`src/rtl/branch_predictor.sv`:
```
//==============================================================================
// Module      : branch_predictor
// Description : Direct-mapped BTB with 2-bit counters for fetch prediction,
//               execute-stage branch/jump resolution and perf counters.
// Revision    : 1.0 - initial release
//==============================================================================
`default_nettype none

module branch_predictor #(
   parameter int XLEN     = 32,
   parameter int IDX_BITS = 4,
   parameter int TAG_BITS = 8,
   parameter int CNT_W    = 32
) (
   input  logic                i_clk,
   input  logic                i_rst,
   input  logic [XLEN-1:0]     i_fetch_pc,
   output logic                o_pred_taken,
   output logic [XLEN-1:0]     o_pred_target,
   input  logic                i_ex_valid,
   input  logic [XLEN-1:0]     i_ex_pc,
   input  logic [2:0]          i_ex_func3,
   input  logic                i_ex_jal,
   input  logic                i_ex_jalr,
   input  logic                i_ex_branch,
   input  logic                i_ex_eq,
   input  logic                i_ex_slt,
   input  logic                i_ex_sltu,
   input  logic [XLEN-1:0]     i_ex_target,
   input  logic                i_ex_pred_taken,
   input  logic [XLEN-1:0]     i_ex_pred_target,
   output logic [1:0]          o_pc_sel,
   output logic                o_mispredict,
   output logic [XLEN-1:0]     o_redirect_pc,
   output logic [CNT_W-1:0]    o_branch_count,
   output logic [CNT_W-1:0]    o_mispredict_count
);

   localparam int DEPTH = 2 ** IDX_BITS;

   logic                valid_q  [DEPTH];
   logic                valid_d  [DEPTH];
   logic [TAG_BITS-1:0] tag_q    [DEPTH];
   logic [TAG_BITS-1:0] tag_d    [DEPTH];
   logic [XLEN-1:0]     target_q [DEPTH];
   logic [XLEN-1:0]     target_d [DEPTH];
   logic [1:0]          ctr_q    [DEPTH];
   logic [1:0]          ctr_d    [DEPTH];

   logic [CNT_W-1:0]    branch_count_q, branch_count_d;
   logic [CNT_W-1:0]    mispredict_count_q, mispredict_count_d;

   logic [IDX_BITS-1:0] f_idx, e_idx;
   logic [TAG_BITS-1:0] f_tag, e_tag;
   logic                f_hit, e_hit;
   logic                cond, taken, is_cf, mispredict;
   logic [XLEN-1:0]     pc_plus4;
   logic                unused_fetch_bits;

   assign f_idx = i_fetch_pc[IDX_BITS+1:2];
   assign f_tag = i_fetch_pc[IDX_BITS+2 +: TAG_BITS];
   assign e_idx = i_ex_pc[IDX_BITS+1:2];
   assign e_tag = i_ex_pc[IDX_BITS+2 +: TAG_BITS];

   // Only index and tag bits of the fetch PC participate in the lookup.
   assign unused_fetch_bits = ^i_fetch_pc;

   assign f_hit = valid_q[f_idx] && (tag_q[f_idx] == f_tag);
   assign e_hit = valid_q[e_idx] && (tag_q[e_idx] == e_tag);

   assign o_pred_taken  = f_hit & ctr_q[f_idx][1];
   assign o_pred_target = target_q[f_idx];

   always_comb begin
      cond = 1'b0;
      case (i_ex_func3)
         3'b000:  cond = i_ex_eq;
         3'b001:  cond = ~i_ex_eq;
         3'b100:  cond = i_ex_slt;
         3'b101:  cond = ~i_ex_slt;
         3'b110:  cond = i_ex_sltu;
         3'b111:  cond = ~i_ex_sltu;
         default: cond = 1'b0;
      endcase
   end

   assign is_cf    = i_ex_valid & (i_ex_jal | i_ex_jalr | i_ex_branch);
   assign taken    = i_ex_valid & (i_ex_jal | i_ex_jalr | (i_ex_branch & cond));
   assign pc_plus4 = i_ex_pc + XLEN'(4);

   always_comb begin
      o_pc_sel = 2'b00;
      if (i_ex_valid) begin
         if (i_ex_jal | i_ex_jalr)
            o_pc_sel = 2'b01;
         else if (i_ex_branch & cond)
            o_pc_sel = 2'b11;
      end
   end

   // A non-control instruction that aliased into a taken prediction lands here
   // with taken=0, so it redirects to the fall-through PC.
   assign mispredict    = i_ex_valid &
                          ((taken != i_ex_pred_taken) |
                           (taken & (i_ex_pred_target != i_ex_target)));
   assign o_mispredict  = mispredict;
   assign o_redirect_pc = taken ? i_ex_target : pc_plus4;

   always_comb begin
      valid_d            = valid_q;
      tag_d              = tag_q;
      target_d           = target_q;
      ctr_d              = ctr_q;
      branch_count_d     = branch_count_q + (is_cf ? CNT_W'(1) : CNT_W'(0));
      mispredict_count_d = mispredict_count_q + (mispredict ? CNT_W'(1) : CNT_W'(0));
      if (is_cf) begin
         if (taken) begin
            if (e_hit) begin
               if (ctr_q[e_idx] != 2'b11)
                  ctr_d[e_idx] = ctr_q[e_idx] + 2'd1;
               target_d[e_idx] = i_ex_target;
            end else begin
               valid_d[e_idx]  = 1'b1;
               tag_d[e_idx]    = e_tag;
               target_d[e_idx] = i_ex_target;
               ctr_d[e_idx]    = 2'b10;
            end
         end else if (e_hit && (ctr_q[e_idx] != 2'b00)) begin
            ctr_d[e_idx] = ctr_q[e_idx] - 2'd1;
         end
      end
   end

   always_ff @(posedge i_clk or posedge i_rst) begin
      if (i_rst) begin
         for (int i = 0; i < DEPTH; i++) begin
            valid_q[i]  <= 1'b0;
            tag_q[i]    <= '0;
            target_q[i] <= '0;
            ctr_q[i]    <= 2'b01;
         end
         branch_count_q     <= '0;
         mispredict_count_q <= '0;
      end else begin
         valid_q            <= valid_d;
         tag_q              <= tag_d;
         target_q           <= target_d;
         ctr_q              <= ctr_d;
         branch_count_q     <= branch_count_d;
         mispredict_count_q <= mispredict_count_d;
      end
   end

   assign o_branch_count     = branch_count_q;
   assign o_mispredict_count = mispredict_count_q;

endmodule

`default_nettype wire

```
`config.mk`:
```
export PLATFORM = sky130hd
export DESIGN_NAME = branch_predictor
export DESIGN_NICKNAME = d
export VERILOG_FILES = /design/src/rtl/branch_predictor.sv
export SDC_FILE = /design/constraint.sdc
export NUM_CORES = 2
export LEC_CHECK = 0
export CAP_MARGIN = 10
export CELL_PAD_IN_SITES_DETAIL_PLACEMENT = 0
export CELL_PAD_IN_SITES_GLOBAL_PLACEMENT = 2
export CORE_MARGIN = 2
export CORE_UTILIZATION = 45
export CTS_CLUSTER_DIAMETER = 40
export DETAILED_ROUTE_END_ITERATION = 10
export GPL_TIMING_DRIVEN = 0
export HOLD_SLACK_MARGIN = 0.02
export PLACE_DENSITY_LB_ADDON = 0.15
export SYNTH_ARGS = -nofsm -noshare
export SYNTH_HDL_FRONTEND = slang
export SYNTH_SLANG_ARGS = --single-unit
export TNS_END_PERCENT = 30
```
`constraint.sdc`:
```
create_clock -name i_clk -period 66.9 [get_ports i_clk]
set_clock_uncertainty 0.05 [all_clocks]
set_input_delay 13.38 -clock i_clk [delete_from_list [all_inputs] [get_ports i_clk]]
set_output_delay 13.38 -clock i_clk [all_outputs]
set_load 0.05 [all_outputs]
```
# Yosys cells after proc, flatten, opt, wreduce, memory -nomap -nowiden
# Index checks and enable logic that the tools add are counted.
totals:
  ff_bits: 752
  input_bits: 141
  output_inout_bits: 132
  elab_cells: 159
classes:
  n_addsub: 5
  magnitude_cmp: 3
  n_eq_ne: 11
  mux: 44
  bitwise: 20
  n_reduce_logical: 10
op_table:
  columns: ["op", "n"]
  rows:
  - ["512-bit bitwise mux", 1]
  - ["32-bit two-way mux", 8]
  - ["32-bit binary-select mux with 4-bit select", 1]
  - ["128-bit bitwise mux", 1]
  - ["32-bit demux with 4-bit select", 1]
  - ["32-bit by 1-bit adder with 32-bit output", 2]
  - ["8-bit binary-select mux with 4-bit select", 2]
  - ["32-bit bitwise mux", 2]
  - ["8-bit two-way mux", 5]
  - ["32-bit by 3-bit adder with 32-bit output (second input constant)", 1]
  - ["8-bit demux with 4-bit select", 1]
  - ["32-bit != test", 1]
  - ["16-bit bitwise OR", 2]
  - ["16-bit bitwise AND", 1]
  - ["2-bit binary-select mux with 4-bit select", 2]
  - ["8-bit equality test", 2]
  - ["2-bit two-way mux", 8]
  - ["16-bit inverter", 1]
  - ["3-bit equality test (second input constant)", 4]
  - ["5-bit greater-or-equal comparator (second input constant)", 2]
  - ["4-bit inverter with 5-bit output", 2]
  - ["1-bit binary-select mux with 4-bit select", 2]
  - ["2-bit demux with 4-bit select", 1]
  - ["1-bit two-way mux", 7]
  - ["other kinds (17)", 33]

# Depth between registers and ports, before layout
logic_depth:
  word_depth: 10
  mapped_depth: 16
  depth_no_buf: 15

# Worst setup path before layout
# No wires, ideal clock.
synth_timing:
  path_type: "input port to output port"
  from: "input port i_ex_pc[3]"
  to: "output port o_redirect_pc[29]"
  t_arrival_ns: 16.803
  required_ns: 53.470
  setup_slack_ns: 36.667
  path_stages: 12
  cell_sequence: "buf_2 -> buf_4 -> buf_2 -> buf_2 -> buf_1 -> nand4_1 -> nor3_1 -> nand2_1 -> nor2_1 -> nand3_1 -> xor2_1 -> o21ai_0"
synth_via:
  elab_chain_len: 2
synth_rtl:
  columns: ["item", "line_no", "source"]
  rows:
  - ["start, declared", "21", "input logic [XLEN-1:0] i_ex_pc,"]
  - ["32-bit by 3-bit adder with 32-bit output", "89", "assign pc_plus4 = i_ex_pc + XLEN'(4);"]
  - ["32-bit two-way mux", "107", "assign o_redirect_pc = taken ? i_ex_target : pc_plus4;"]
  - ["end, declared", "34", "output logic [XLEN-1:0] o_redirect_pc,"]
# Every way passes these cells.

# Worst setup path in the final report
layout_timing:
  from: "input port i_ex_pc[3]"
  to: "output port o_redirect_pc[31]"
# Same word-level chain as after synthesis.

==> metrics <==
accumulated negative setup slack=0 ps; maximum achievable frequency=29.80 MHz; insertion delay of the later-clocked pin in the worst-skew pair=680 ps; clock buffers created by TritonCTS=121; part of the Yosys area used for sequential elements=0.5158; flip-flop and latch area=0.01884 mm2; average cell area after synthesis=14.81 um2; Post-CTS Setup Inserts=0; CTS tree=done; r2r endpoint=ctr_q[17]; Power Total=1.634 mW; setup repair after global routing missed its margin=false; core area=0.08042 mm2; capture endpoint of the worst hold path=o_branch_count[31]; synthesized cell area=0.03653 mm2; number of gates given a new drive strength after cts=0; leftover overflow at the end of global routing=0; HPWL after DPL=76.58 mm; number of buffers between clock root and the deepest sink=3; most frequent standard cell in the layout excluding fill and tap cells=sky130_fd_sc_hd__dfrtp_1; largest net degree at the start of global routing=134; Area Overhead vs Synth=22.10%; global-route wire length before repair=164.0 mm; Horiz. Die Dim=288.9 um; fill cell instance count of the final layout=6529; Setup Slack @ Placement=33500 ps; proportion of layout cells with a drive suffix above 1=0.4140; post-synth net total=2619; placer's final routability congestion estimate=0.8223; worst hold-check path type=reg2reg; clock root buffer=sky130_fd_sc_hd__clkbuf_16; type of destination of the critical path=primary output; most used flip-flop cell after synthesis=sky130_fd_sc_hd__dfrtp_1; least setup slack across all paths after layout=33340 ps; Synth async-reset ratio=1.000; Setup-failing EPs final=0; starting utilization of the core area=0.4542; number of DRC violations after detailed-routing iteration 0=1410; Synth Register Bits=752; Die Ht=288.9 um; Cell variety after synth=51; io pins=273; status=finished, final reports clean; Worst Setup Start Kind=input pin; count of antenna-violating nets left after detailed routing=0; slew at the pin closest to its max-slew limit=1289 ps; number of standard cells after synthesis=2467; global-route usage over all layers=0.2670; count of buffers from port buffering=215; Leak Pwr=18.77 nW; Hold Startpoint=o_branch_count[31]; data required time of the worst path=53470 ps; slack of the worst reg-to-reg path=63100 ps; worst reg2reg startpoint=tag_q[35]; number of antenna violations at the first check in global routing=2; routed vias=23080; Final Cycle Share=0.5016; overall die area=0.08346 mm2; Warnings, synthesis=0; final slew viol count=0; number of clock sinks seen by CTS=752; Worst R2R Path Depth=9; number of hold buffers added after CTS=0; Arrival @ worst endpoint=20130 ps; worst relative slew slack=0.1406; wirelength, routed=109.3 mm; via-per-instance ratio=5.791; layout net count=2967; worst-case vdd ir drop=0.00002509 V; detail-routed net length per standard cell=27.42 um; maximum fanout along the worst path=10; clock-pin slew on the worst setup and hold paths=50 ps; vias in the first global route=24970; number of cells traversed by the worst hold path=1; area of the multi-input gates=0.01669 mm2; worst setup path category=in2out; maxcap violations=0; shortest clock period the worst path allows after layout=33560 ps; first-pass detailed-route iteration total=5; number of remaining DRC errors=0; Post-synth EDFFs=0; standard-cell row count=104; power density over cell area=36.65 mW/mm2; number of endpoints with negative hold slack in the final report=0; number of levels in the clock H-tree=3; most used cells in the layout excluding fill and tap cells=736 x sky130_fd_sc_hd__dfrtp_1, 673 x sky130_fd_sc_hd__mux2_2, 244 x sky130_fd_sc_hd__mux4_2, 215 x sky130_fd_sc_hd__clkdlybuf4s50_1, 179 x sky130_fd_sc_hd__clkbuf_1
[power breakdown]
group | leakage (nW) | switching [mW] | internal, mW
clock | 2.10 | 0.232 | 0.428
combinational | 7.37 | 0.157 | 0.184
sequential | 9.30 | 0.0641 | 0.568
total | 18.8 | 0.454 | 1.18
[sequential cells by signal, summed over array words and instances, names as in the netlist]
name                count
tag_q                 128
ctr_q                  32
target_q              512
o_mispredict_count     32
valid_q                16
o_branch_count         32
[worst max-delay path: stages]
cell                              delay, ps
sky130_fd_sc_hd__clkdlybuf4s50_1        620
sky130_fd_sc_hd__buf_2                  240
sky130_fd_sc_hd__buf_4                  260
sky130_fd_sc_hd__buf_2                  410
sky130_fd_sc_hd__buf_2                  440
sky130_fd_sc_hd__buf_1                  750
sky130_fd_sc_hd__nand4_1                800
sky130_fd_sc_hd__nor3_1                 790
sky130_fd_sc_hd__buf_4                  270
sky130_fd_sc_hd__nand2_1                 90
sky130_fd_sc_hd__nor2_1                 240
sky130_fd_sc_hd__nand3_1                130
sky130_fd_sc_hd__xor2_1                 220
sky130_fd_sc_hd__o21ai_0                530
sky130_fd_sc_hd__clkdlybuf4s50_1        930
[cells by family (layout without fill, tap and decap cells)]
family,count (synthesis),count (layout),share of synthesized area
compound gates,79,79,0.01511
xor+xnor,135,135,0.03237
buf+inv,243,699,0.02754
other cells,0,2,0
flops,752,752,0.5158
simple gates,315,315,0.04340
fa+ha+maj,11,11,0.003768
mux,932,932,0.3621
[worst max path at each step]
stage / cells after the start / to / from
floorplan: 1 / ctr_q[11] / i_rst
global placement: 2 / o_mispredict_count[25] / i_rst
detailed placement: 15 / o_redirect_pc[31] / i_ex_pc[3]
CTS: 15 / o_redirect_pc[31] / i_ex_pc[3]
global route: 15 / o_redirect_pc[31] / i_ex_pc[3]
finish: 15 / o_redirect_pc[31] / i_ex_pc[3]
[cell usage after synthesis, types with 2 or more instances]
library cell / instances / area share
sky130_fd_sc_hd__and3_1: 21 / 0.0036
sky130_fd_sc_hd__nor2_1: 39 / 0.0040
sky130_fd_sc_hd__nand2_1: 111 / 0.011
sky130_fd_sc_hd__a22oi_1: 8 / 0.0016
sky130_fd_sc_hd__mux2i_1: 15 / 0.0041
sky130_fd_sc_hd__mux4_2: 244 / 0.15
sky130_fd_sc_hd__o22ai_1: 8 / 0.0014
sky130_fd_sc_hd__dfstp_2: 16 / 0.012
sky130_fd_sc_hd__a311oi_1: 2 / 0.00048
sky130_fd_sc_hd__and2_1: 2 / 0.00034
sky130_fd_sc_hd__xnor2_1: 95 / 0.023
sky130_fd_sc_hd__a211oi_1: 3 / 0.00062
sky130_fd_sc_hd__buf_6: 4 / 0.0012
sky130_fd_sc_hd__o21ai_0: 28 / 0.0038
sky130_fd_sc_hd__dfrtp_1: 736 / 0.50
sky130_fd_sc_hd__nand4_1: 24 / 0.0041
sky130_fd_sc_hd__nand3_1: 48 / 0.0066
sky130_fd_sc_hd__nor4_1: 3 / 0.00051
sky130_fd_sc_hd__ha_1: 11 / 0.0038
sky130_fd_sc_hd__mux2_2: 673 / 0.21
sky130_fd_sc_hd__buf_2: 14 / 0.0019
sky130_fd_sc_hd__buf_1: 33 / 0.0034
sky130_fd_sc_hd__nand2b_1: 36 / 0.0062
sky130_fd_sc_hd__nor3_1: 7 / 0.00096
sky130_fd_sc_hd__inv_1: 13 / 0.0013
sky130_fd_sc_hd__nor2b_1: 8 / 0.0014
sky130_fd_sc_hd__and4_1: 7 / 0.0017
sky130_fd_sc_hd__nor4b_1: 2 / 0.00048
sky130_fd_sc_hd__xor2_1: 40 / 0.0096
sky130_fd_sc_hd__a21oi_1: 7 / 0.00096
sky130_fd_sc_hd__clkbuf_1: 165 / 0.017
sky130_fd_sc_hd__buf_4: 12 / 0.0025
sky130_fd_sc_hd__a31oi_1: 7 / 0.0012
sky130_fd_sc_hd__o22ai_2: 8 / 0.0027
[through the flow]
stage	hold WS [ps]	util	instances	area [um2]
after floorplan	401.4	-	2467	36530
after global placement	410.2	0.4974	3742	40000
after detailed placement	415.7	0.4999	3750	40200
after CTS	422.3	0.5542	3981	44570
after global routing	435.7	0.5545	3983	44590
final	415.9	0.5546	3985	44600
[final cells by class]
class / count / share of cell area
Buffer: 229 / 0.02138
Clock buffer: 155 / 0.07575
Tap cell: 1060 / 0.02974
Sequential cell: 752 / 0.4224
Inverter: 14 / 0.001347
Antenna cell: 2 / 0.0001122
Clock inverter: 76 / 0.02214
Timing Repair Buffer: 225 / 0.05297
Multi-Input combinational cell: 1472 / 0.3742
[per-layer routing]
metal  wire length, um  GRT usage  vias to the layer above  part of all wire
met5                13          0                        -           0.00012
li1                  -          -                     9857                 -
met3              5998    0.04756                      185             0.055
met1             46690     0.3636                    12350              0.43
met2             53340     0.4377                      688              0.49
met4              3241    0.08466                        2             0.030
(Power assumes the default switching activity.)
